--- src/rtl/draw_scheduler.sv ---
// Frame sequencer for sprite draw channels: erase pass, position increment, draw pass.
// Merges the selected channel's pixel stream into a single registered frame-buffer write.
module draw_scheduler #(
    parameter int unsigned NCH = 3,
    parameter int unsigned XW  = 10,
    parameter int unsigned YW  = 10,
    parameter int unsigned CW  = 3,
    parameter int unsigned TW  = 20
) (
    input  logic              clk,
    input  logic              resetn,
    input  logic              frame_tick,
    input  logic [NCH-1:0]    ch_mask,
    input  logic [TW-1:0]     timeout,
    output logic [NCH-1:0]    ch_go,
    input  logic [NCH-1:0]    ch_done,
    input  logic [NCH-1:0]    ch_we,
    input  logic [NCH*XW-1:0] ch_x,
    input  logic [NCH*YW-1:0] ch_y,
    input  logic [NCH*CW-1:0] ch_colour,
    output logic [XW-1:0]     px_x,
    output logic [YW-1:0]     px_y,
    output logic [CW-1:0]     px_colour,
    output logic              px_we,
    output logic              inc_enable,
    output logic              busy,
    output logic              erase,
    output logic              overrun,
    output logic [NCH-1:0]    to_err
);

    localparam int unsigned SW = (NCH > 1) ? $clog2(NCH) : 1;

    typedef enum logic [2:0] {
        IDLE = 3'd0,
        LOAD = 3'd1,
        DRAW = 3'd2,
        NEXT = 3'd3,
        INC  = 3'd4
    } state_t;

    state_t          state;
    logic [NCH-1:0]  act_mask;
    logic            pending;
    logic [TW-1:0]   cnt;
    logic [SW-1:0]   sel;

    logic [SW:0]     first_new;
    logic [SW:0]     first_act;
    logic [SW:0]     next_act;
    logic            px_write;

    // Lowest set bit of m at or above start; MSB of the result is the found flag.
    function automatic logic [SW:0] find_from(input logic [NCH-1:0] m, input int start);
        logic [SW:0] r;
        r = '0;
        for (int i = int'(NCH) - 1; i >= 0; i--) begin
            if (i >= start && m[i]) r = {1'b1, SW'(i)};
        end
        return r;
    endfunction

    assign first_new = find_from(ch_mask, 0);
    assign first_act = find_from(act_mask, 0);
    assign next_act  = find_from(act_mask, int'(sel) + 1);
    assign px_write  = (state == DRAW) && ch_we[sel];
    assign busy      = (state != IDLE);

    always_ff @(posedge clk) begin
        if (!resetn) begin
            state      <= IDLE;
            act_mask   <= '0;
            pending    <= 1'b0;
            cnt        <= '0;
            sel        <= '0;
            ch_go      <= '0;
            px_x       <= '0;
            px_y       <= '0;
            px_colour  <= '0;
            px_we      <= 1'b0;
            inc_enable <= 1'b0;
            erase      <= 1'b0;
            overrun    <= 1'b0;
            to_err     <= '0;
        end else begin
            ch_go      <= '0;
            inc_enable <= 1'b0;
            px_we      <= px_write;
            if (px_write) begin
                px_x      <= ch_x[int'(sel)*XW +: XW];
                px_y      <= ch_y[int'(sel)*YW +: YW];
                px_colour <= erase ? '0 : ch_colour[int'(sel)*CW +: CW];
            end

            // A tick while busy queues one frame; a second queued tick is an overrun.
            if (frame_tick && state != IDLE) begin
                pending <= 1'b1;
                if (pending) overrun <= 1'b1;
            end

            case (state)
                IDLE: begin
                    if (frame_tick || pending) begin
                        act_mask <= ch_mask;
                        erase    <= 1'b1;
                        pending  <= 1'b0;
                        if (first_new[SW]) begin
                            sel   <= first_new[SW-1:0];
                            state <= LOAD;
                        end else begin
                            state <= INC;
                        end
                    end
                end
                LOAD: begin
                    ch_go <= NCH'(1) << sel;
                    cnt   <= '0;
                    state <= DRAW;
                end
                DRAW: begin
                    cnt <= cnt + TW'(1);
                    if (ch_done[sel]) begin
                        state <= NEXT;
                    end else if (timeout != '0 && cnt == timeout - TW'(1)) begin
                        to_err[sel] <= 1'b1;
                        state       <= NEXT;
                    end
                end
                NEXT: begin
                    if (next_act[SW]) begin
                        sel   <= next_act[SW-1:0];
                        state <= LOAD;
                    end else if (erase) begin
                        state <= INC;
                    end else begin
                        state <= IDLE;
                    end
                end
                INC: begin
                    inc_enable <= 1'b1;
                    erase      <= 1'b0;
                    if (first_act[SW]) begin
                        sel   <= first_act[SW-1:0];
                        state <= LOAD;
                    end else begin
                        state <= IDLE;
                    end
                end
                default: state <= IDLE;
            endcase
        end
    end

endmodule

--- config.mk ---
export PLATFORM = sky130hd
export DESIGN_NAME = draw_scheduler
export DESIGN_NICKNAME = d
export VERILOG_FILES = /design/src/rtl/draw_scheduler.sv
export SDC_FILE = /design/constraint.sdc
export NUM_CORES = 1
export LEC_CHECK = 0
export CORE_MARGIN = 4
export CORE_UTILIZATION = 40
export CTS_BUF_LIST = sky130_fd_sc_hd__clkbuf_4 sky130_fd_sc_hd__clkbuf_8 sky130_fd_sc_hd__clkbuf_16
export DETAILED_ROUTE_END_ITERATION = 12
export HOLD_SLACK_MARGIN = 0.02
export PLACE_DENSITY = 0.72
export RECOVER_POWER = 50
export SLEW_MARGIN = 20
export SYNTH_ARGS = -nofsm -noshare
export SYNTH_HDL_FRONTEND = slang
export SYNTH_SLANG_ARGS = --single-unit
--- constraint.sdc ---
create_clock -name clk -period 3.2 [get_ports clk]
set_clock_uncertainty 0.2 [all_clocks]
set_input_delay 0.64 -clock clk [delete_from_list [all_inputs] [get_ports clk]]
set_output_delay 0.64 -clock clk [all_outputs]
set_load 0.02 [all_outputs]
== Word-level counts from Yosys, hierarchy flattened ==
Cells that the tools add are included.
Cells by class
  $add $sub $neg: 3
  $mul: 2
  $lt $le $gt $ge: 5
  eq/ne operators: 10
  shift-type cells: 4
  mux-type cells: 36
  bitwise logic cells: 2
  reduce and logical (&&, ||, !) cells: 21
Operators by type and width (number)
  $shiftx A30 B7 Y10: 2
  $mux W3: 16
  $pmux W20 S2: 1
  $add A20 B1 Y20 const B: 1
  $eq A20 B20 Y1: 1
  $reduce_bool A20 Y1: 1
  $sub A20 B1 Y20 const B: 1
  $pmux W3 S5: 1
  $reduce_and A2 Y1: 5
  $mux W1: 9
  $shiftx A9 B5 Y3: 1
  $mux W2: 4
  $ne A2 B2 Y1 const B: 4
  $logic_and A1 B1 Y1: 7
  $eq A3 B2 Y1 const B: 2
  $ge A1 B3 Y1 const A: 2
  $pmux W2 S3: 1
  $reduce_bool A3 Y1: 2
  $mul A2 B3 Y5 const B: 1
  $reduce_and A5 Y1: 1
  $bmux W1 S2: 2
  $mul A2 B2 Y4 const B: 1
  $reduce_bool A2 Y1: 2
  $add A2 B1 Y3 const B: 1
  14 further kinds: 14
Storage, ports and cells
  flip-flop bits (word level): 62
  output and inout port bits: 34
  logic and storage cells: 97

== Depth between registers and ports, before layout ==
Gate-level depths: netlist (run 1).
  depth in word-level cells: 8
  mapped depth: 8
  mapped depth without buffers: 8

== Worst setup path after synthesis (run 1) ==
No wires, ideal clock.
  kind: input to register
  start point: input port timeout[0]
  end point: register to_err[0]
  setup time: 70 ps
  data arrival time: 2507 ps
  data required time: 2930 ps
  path slack: 423 ps
  stages: 8
  buffers on the path: 0
  cell sequence: inv_1 > ha_1 > or4b_2 > o21ai_0 > o2111ai_1 > nor4_1 > o2111ai_1 > o21ai_1
Between the ends
  word-level cells in the longest chain between the ends: 4
  elaborated cells between the ends (all ways): 5
  classes of those cells: 1 x add/sub; 1 x eq/ne; 3 x reduce/logical
Ends and longest elaborated chain
  start, declared: line 14  | input logic [TW-1:0] timeout,
  $sub A20 B1 Y20: line 124  | end else if (timeout != '0 && cnt == timeout - TW'(1)) begin
  $eq A20 B20 Y1: line 124
  $logic_and A1 B1 Y1 *: line 124
  $reduce_and A3 Y1 (no line) *
  end signal, assigned: line 84  | to_err <= '0;
  end signal, assigned by index: line 125  | to_err[sel] <= 1'b1;
  end, declared: line 29  | output logic [NCH-1:0] to_err
Mark *: on every way between the ends. The rest lies on a longest branch, timed or not.
A chain may end at the register's enable or synchronous reset.

== Worst setup path in the final report (run 1) ==
  start point: input port timeout[1]
  end point: register to_err[1]
Same word-level chain as after synthesis.

==> metrics, run 1 <==
GRT Total Usage roughly a fifth; unrepaired setup endpoints after global routing no; core area about 0.0094 sq mm; fill count slightly below 900; synth warn 0; Clock Latency Late Sink around 340 ps; overall power approximately 2.3 mW; Setup WS pre-CTS -242.2 ps; delay-heaviest family, CP buffers and inverters; Avg Cell Area, Syn around 8.0 sq um; Detailed Routing Iterations Pass 1 4; Placed Cells about 750; Avg WL per Cell around 16 microns; CP Data Arrival Time between 3000 and 4000 ps; Max Transition Viols Final 0; Overflow after GRT 0; slew margin rel. around a third; die span in x approximately 110 microns; Crit. End Element flip-flop; H-tree depth 3; Crit path buffers/inverters 5; CTS clk-pin slew, worst paths 70 ps; row cnt 35; maximum clock rate between 300 and 400 MHz; Synth Register Bits slightly above 60; # port buffers about 130; Post-synth EDFFs 0; most common cell in the netlist nor2_1; M1 WL around 5300 microns; CP startpoint kind input pin; multi-input logic area ~0.0025 sq mm; Routability Congestion 0.8896; total CTS buffers 9; number of distinct library cells after synthesis 65; register area 0.001242 sq mm; initial core utilization between 40% and 50%; final wirelength around 12,000 microns; WS Path Type input pin to flip-flop; detailed-placement wirelength estimate between 9000 and 10,000 microns; outcome complete, no violations; top-area cell type share of the netlist area about a third; DRC errors left 0; fin worst setup slack 234.0 ps; WHS Endpoint to_err[0]$_SDFFE_PN0P_; Detailed Route Iter0 Violations around 210; Power Dens Cells 409.3 mW/mm^2; routed wl met3 ~1000 microns; max cap viols 0; syn nets between 500 and 600; Final Hold Viols 0; TritonCTS clock tree yes; Mapped Area around 0.0039 sq mm; Mapped Cells approximately 490; die height 106.8 microns; Vias/cell about 5.4; Seq/Total Area, Yosys between 30% and 40%; most frequent CP cell buf_4; # resized after CTS 0; Worst Reg-to-Reg Cells 6; Post-synth top flop dfxtp_1; fin util just over 60%; clock sink total 62; clock root buffer clkbuf_8; DIE AREA between 0.01 and 0.015 sq mm; nets approximately 730; first-pass GRT wire length about 20,000 microns; worst-margin pin slew 1002 ps; top post-synthesis cells by area dfxtp_1, nor2_1, mux2i_1, a21oi_1, a211oi_1; r2r setup slk between 600 and 700 ps; Setup violations, final 0; Synth-to-Final Area Change 45.40%; initial antenna violation count 0; Top Metal Used met4; Design Area, Final ~0.0057 sq mm; WP data required 3270 ps; number of global-route vias before repair roughly 4k; Layout Cells excl Fill between 700 and 800; most instantiated cells after synthesis nor2_1, dfxtp_1, a21oi_1; maximum buffer depth of the clock tree 2; CP max FO 5; routed vias between 4k and 5k; Pleak around 2.1 nW; Critical R2R Capture cnt[18]$_SDFFE_PN0P_; Reg-to-Reg Start state[1]$_SDFFE_PN0P_; Hold Crit Depth 2; placement-stage cell area around 0.0054 sq mm; hold_buf cts 0; fin crit period about 3000 ps; layout cells sized above 1 10.92%; Hold Crit Start to_err[0]$_SDFFE_PN0P_; Setup Buffers After CTS 0; final antenna diode count 0; slowest CP cell clkdlybuf4s50_1; io pins 135; post-synth top area cell dfxtp_1; Hold WC Path Type flip-flop to flip-flop; period utilization 92.69%; async set or reset register ratio after synthesis 0%; largest net degree at the start of global routing 34; DR WL met2 5869 microns; CP peak stage delay about 440 ps; Peak VDD IR 0.3100 mV; antenna viol nets, final 0; critical-path cell list clkdlybuf4s50_1 > inv_1 > ha_1 > buf_4 > nor4b_1 > buf_4 > a31oi_1 > a221o_2 > nor4_2 > buf_4 > nand3_1 > o21ai_1
-- cell type report --
class | instances | share of cell area (%)
clock inverter | 3 | 1.146
clock buffer | 13 | 3.041
inverter | 9 | 0.5950
multi-input combinational | 384 | 43.41
sequential | 62 | 21.88
timing repair buffer | 161 | 27.08
tap | 129 | 2.843
-- placed cells by master, fill, tap and decap left out, drive strengths merged, types with 4 or more instances in the layout --
cell type,count
a211oi,27
a21oi,44
a31oi,4
and3,7
buf,25
clkbuf,15
clkdlybuf4s50,107
dfxtp,62
dlygate4sd3,27
inv,9
mux2,5
mux2i,32
nand2,23
nand3,14
nand3b,5
nand4,11
nor2,86
nor2b,4
nor3,15
nor3b,4
nor4,5
o211ai,7
o21ai,13
or2,4
or3,9
xnor2,16
xor2,10
-- worst min-delay path: stages (launching register included) --
cell and delay, ps:
dfxtp_1 320, nand2_1 60, o21ai_1 50
-- where the power goes --
| part | internal (mW) | switching (mW) | total (mW) | leakage, nW |
|---|---|---|---|---|
| combinational | 0.317 | 0.343 | 0.660 | 1.47 |
| sequential | 0.811 | 0.0350 | 0.846 | 0.502 |
| clock | 0.510 | 0.308 | 0.818 | 0.123 |
| total | 1.64 | 0.686 | 2.32 | 2.10 |
-- routing by layer --
| metal | vias to the layer above | GRT usage (%) |
|---|---|---|
| met5 | - | 0 |
| met4 | 0 | 6.941 |
| li1 | 2049 | - |
| met3 | 22 | 7.526 |
| met1 | 1920 | 25.55 |
| met2 | 130 | 35.16 |
-- how the worst max path moves through the flow --
| stage | from | endpoint | slack, ps | depth (start not counted) |
|---|---|---|---|---|
| 3_5_place_dp | timeout[1] | to_err[2]$_SDFFE_PN0P_ | -240 | 9 |
| 4_1_cts | timeout[1] | to_err[2]$_SDFFE_PN0P_ | 110 | 9 |
| 5_1_grt | timeout[1] | to_err[0]$_SDFFE_PN0P_ | 60 | 12 |
| 3_3_place_gp | timeout[0] | to_err[2]$_SDFFE_PN0P_ | -120 | 9 |
| 6_report | timeout[1] | to_err[1]$_SDFFE_PN0P_ | 230 | 12 |
| 2_1_floorplan | timeout[0] | to_err[0]$_SDFFE_PN0P_ | 420 | 8 |
-- per-stage QoR --
stage          hold WS (ps)  TNS (ps)
6_report              269.9         0
5_1_grt               295.6         0
4_1_cts               269.7         0
3_5_place_dp          255.2    -936.3
3_3_place_gp          246.4    -464.4
2_1_floorplan         279.9         0
-- sequential cells by signal, indices dropped and copies added (netlist names), 3 cells and up --
register and flops:
cnt 20, px_x 10, px_y 10, act_mask 3
ch_go 3, px_colour 3, state 3, to_err 3
-- cells by family (layout without fill, tap and decap cells) --
logic type                 after synthesis  after routing  share of synthesized area (%)
and+or+nand+nor                        200            200                          26.27
adders and majority gates                3              3                         0.9613
xor gates and xnor gates                26             26                          5.831
buffers and inverters                   42            186                          5.639
AOI/OAI and AO/OA                      118            118                          19.87
DFF                                     62             62                          31.78
muxes                                   37             37                          9.644
No activity file was read; power rests on OpenSTA's default activity.
==> run 2, diff against run 1 <==
CAP_MARGIN = 20   (was unset)
CORE_MARGIN = unset   (was 4)
SKIP_CTS_REPAIR_TIMING = 1   (was unset)
==> metrics, run 2 (same netlist as run 1, synthesis figures left out) <==
die span in x 100.8 microns (-5.6%); Clk network pwr share 34.7% (-0.5 points); CP startpoint kind input pin; initial antenna violation count 0 (unchanged); final wirelength 11,970 microns (-3.9%); Hold WC Path Type flip-flop to flip-flop; routed vias 4,107 (-0.34%); most frequent cells in the layout clkdlybuf4s50_1, nor2_1, dfxtp_1, a21oi_1, mux2i_1; Clock Latency Late Sink 340 ps (about the same); Max Transition Viols Final 0 (unchanged); # port buffers 134 (unchanged); clock sink total 62 (unchanged); Worst Reg-to-Reg Cells 6 (unchanged); row cnt 35 (unchanged); Reg-to-Reg Start state[1]$_SDFFE_PN0P_; antenna viol nets, final 0 (unchanged); Hold Crit Start overrun$_SDFFE_PN0P_; GRT Total Usage 23.68% (+2.5 points); fill count 876 (-2.0%); Detailed Routing Iterations Pass 1 4 (unchanged); Detailed Route Iter0 Violations 183 (-14%); Overflow after GRT 0 (unchanged); maximum clock rate 343.4 MHz (+1.9%); WS Path Type input pin to flip-flop; Power Dens Cells 407.0 mW/mm^2 (-0.56%); die height 100.8 microns (-5.6%); number of flip-flops under the largest register name 20 (unchanged); Synth-to-Final Area Change 45.18%; core area 0.009328 sq mm (-0.47%); Setup TNS Final 0 ps (unchanged); first-pass GRT wire length 18,880 microns (-4.0%); Layout Cells excl Fill 761 (unchanged); DRC errors left 0 (unchanged); Routability Congestion 0.9590 (+7.8%); CTS clk-pin slew, worst paths 70 ps (about the same); Largest regs cnt: 20 flops, px_x: 10 flops, px_y: 10 flops; layout cells sized above 1 10.76% (-0.16 points); outcome complete, no violations; Avg WL per Cell 15.73 microns (-3.9%); Setup violations, final 0 (unchanged); Pleak 2.103 nW (+0.18%); share of power burned in combinational logic 28.1% (-0.3 points); period utilization 91.00% (-1.7 points); io pins 135 (unchanged); unrepaired setup endpoints after global routing no; detailed-placement wirelength estimate 9260 microns (-3.9%); Top reg by flops cnt; max cap viols 0 (unchanged); slew margin rel. 30.92% (-2.2 points); maximum buffer depth of the clock tree 2 (unchanged); Flop pwr share 37.2% (+0.8 points); NetSw 0.6989 mW (+1.9%); total CTS buffers 9 (unchanged); Hold Crit Depth 2 (unchanged); fin crit period 2912 ps (-53.92 ps); nets 731 (unchanged); initial core utilization 41.86% (+0.20 points); most common cell after layout, fill and taps aside clkdlybuf4s50_1; Placed Cells 745 (unchanged); final antenna diode count 0 (unchanged); Pint 1.608 mW (-1.8%); H-tree depth 3 (unchanged); DIE AREA 0.01016 sq mm (-11%); CP max FO 5 (unchanged); Vias/cell 5.397 (-0.34%); largest net degree at the start of global routing 44 (+29%); WP data required 3270 ps (about the same); worst-margin pin slew 1035 ps (+33.48 ps); Peak VDD IR 0.2731 mV (-12%); Final Hold Viols 0 (unchanged); Sw Share 30.29% (+0.77 points); Crit. End Element flip-flop; TritonCTS clock tree yes; CP Data Arrival Time 2980 ps (-60 ps); clock root buffer clkbuf_8; crit path launch timeout[1]; number of global-route vias before repair 3,917 (-3.6%)
## run 2: worst paths after layout
path                            slack (ps)                      to
worst max-delay path                   290  to_err[0]$_SDFFE_PN0P_
worst min-delay path                   270    overrun$_SDFFE_PN0P_
worst max register to register         590    cnt[18]$_SDFFE_PN0P_
worst min register to register         270    overrun$_SDFFE_PN0P_
## run 2: cell type report
type / instances / area (sq um) / area share (%)
Tap cell: 129 / 161.4 / 2.847
Timing Repair Buffer: 161 / 1540 / 27.17
Clock buffer: 11 / 151.4 / 2.670
Clock inverter: 5 / 81.33 / 1.435
Inverter: 9 / 33.78 / 0.5959
Multi-Input combinational cell: 384 / 2459 / 43.37
Sequential cell: 62 / 1242 / 21.92
## run 2: metrics by stage
stage                     total power [mW]  hold slack (ps)  area, sq um  worst slack, ps  utilization, %
after floorplan                      1.251            279.9         3905            423.2               -
after global placement               1.521            247.0         5430           -103.5           58.22
after detailed placement             1.530            253.5         5430           -185.4           58.22
after CTS                            2.336            265.9         5663            155.1           60.71
after global routing                 2.425            295.1         5669            126.8           60.78
final                                2.307            265.7         5669            288.0           60.78
## run 2: metal layers
layer	wire length, microns	up-vias	GRT usage, %	part of all wire, %
li1	-	2051	-	-
met1	5282	1914	29.60	44
met2	5743	130	40.41	48
met3	818	12	5.687	6.8
met4	126	0	6.912	1.1
met5	0	-	0	0
## run 2: worst max-delay path, stage by stage
cell	delay [ps]
clkdlybuf4s50_1	430
inv_1	90
ha_1	160
buf_4	140
nor4b_1	230
buf_4	180
a31oi_1	80
a221o_2	330
nor4_2	300
buf_4	180
nand4_1	90
o21ai_1	130
## run 2: power by group through the flow
stage / logic [mW] / clock network [mW] / registers [mW]
floorplan: 0.372 / 0 / 0.879
finish: 0.649 / 0.801 / 0.858
global route: 0.710 / 0.849 / 0.865
global placement: 0.647 / 0 / 0.874
CTS: 0.659 / 0.820 / 0.857
detailed placement: 0.655 / 0 / 0.875
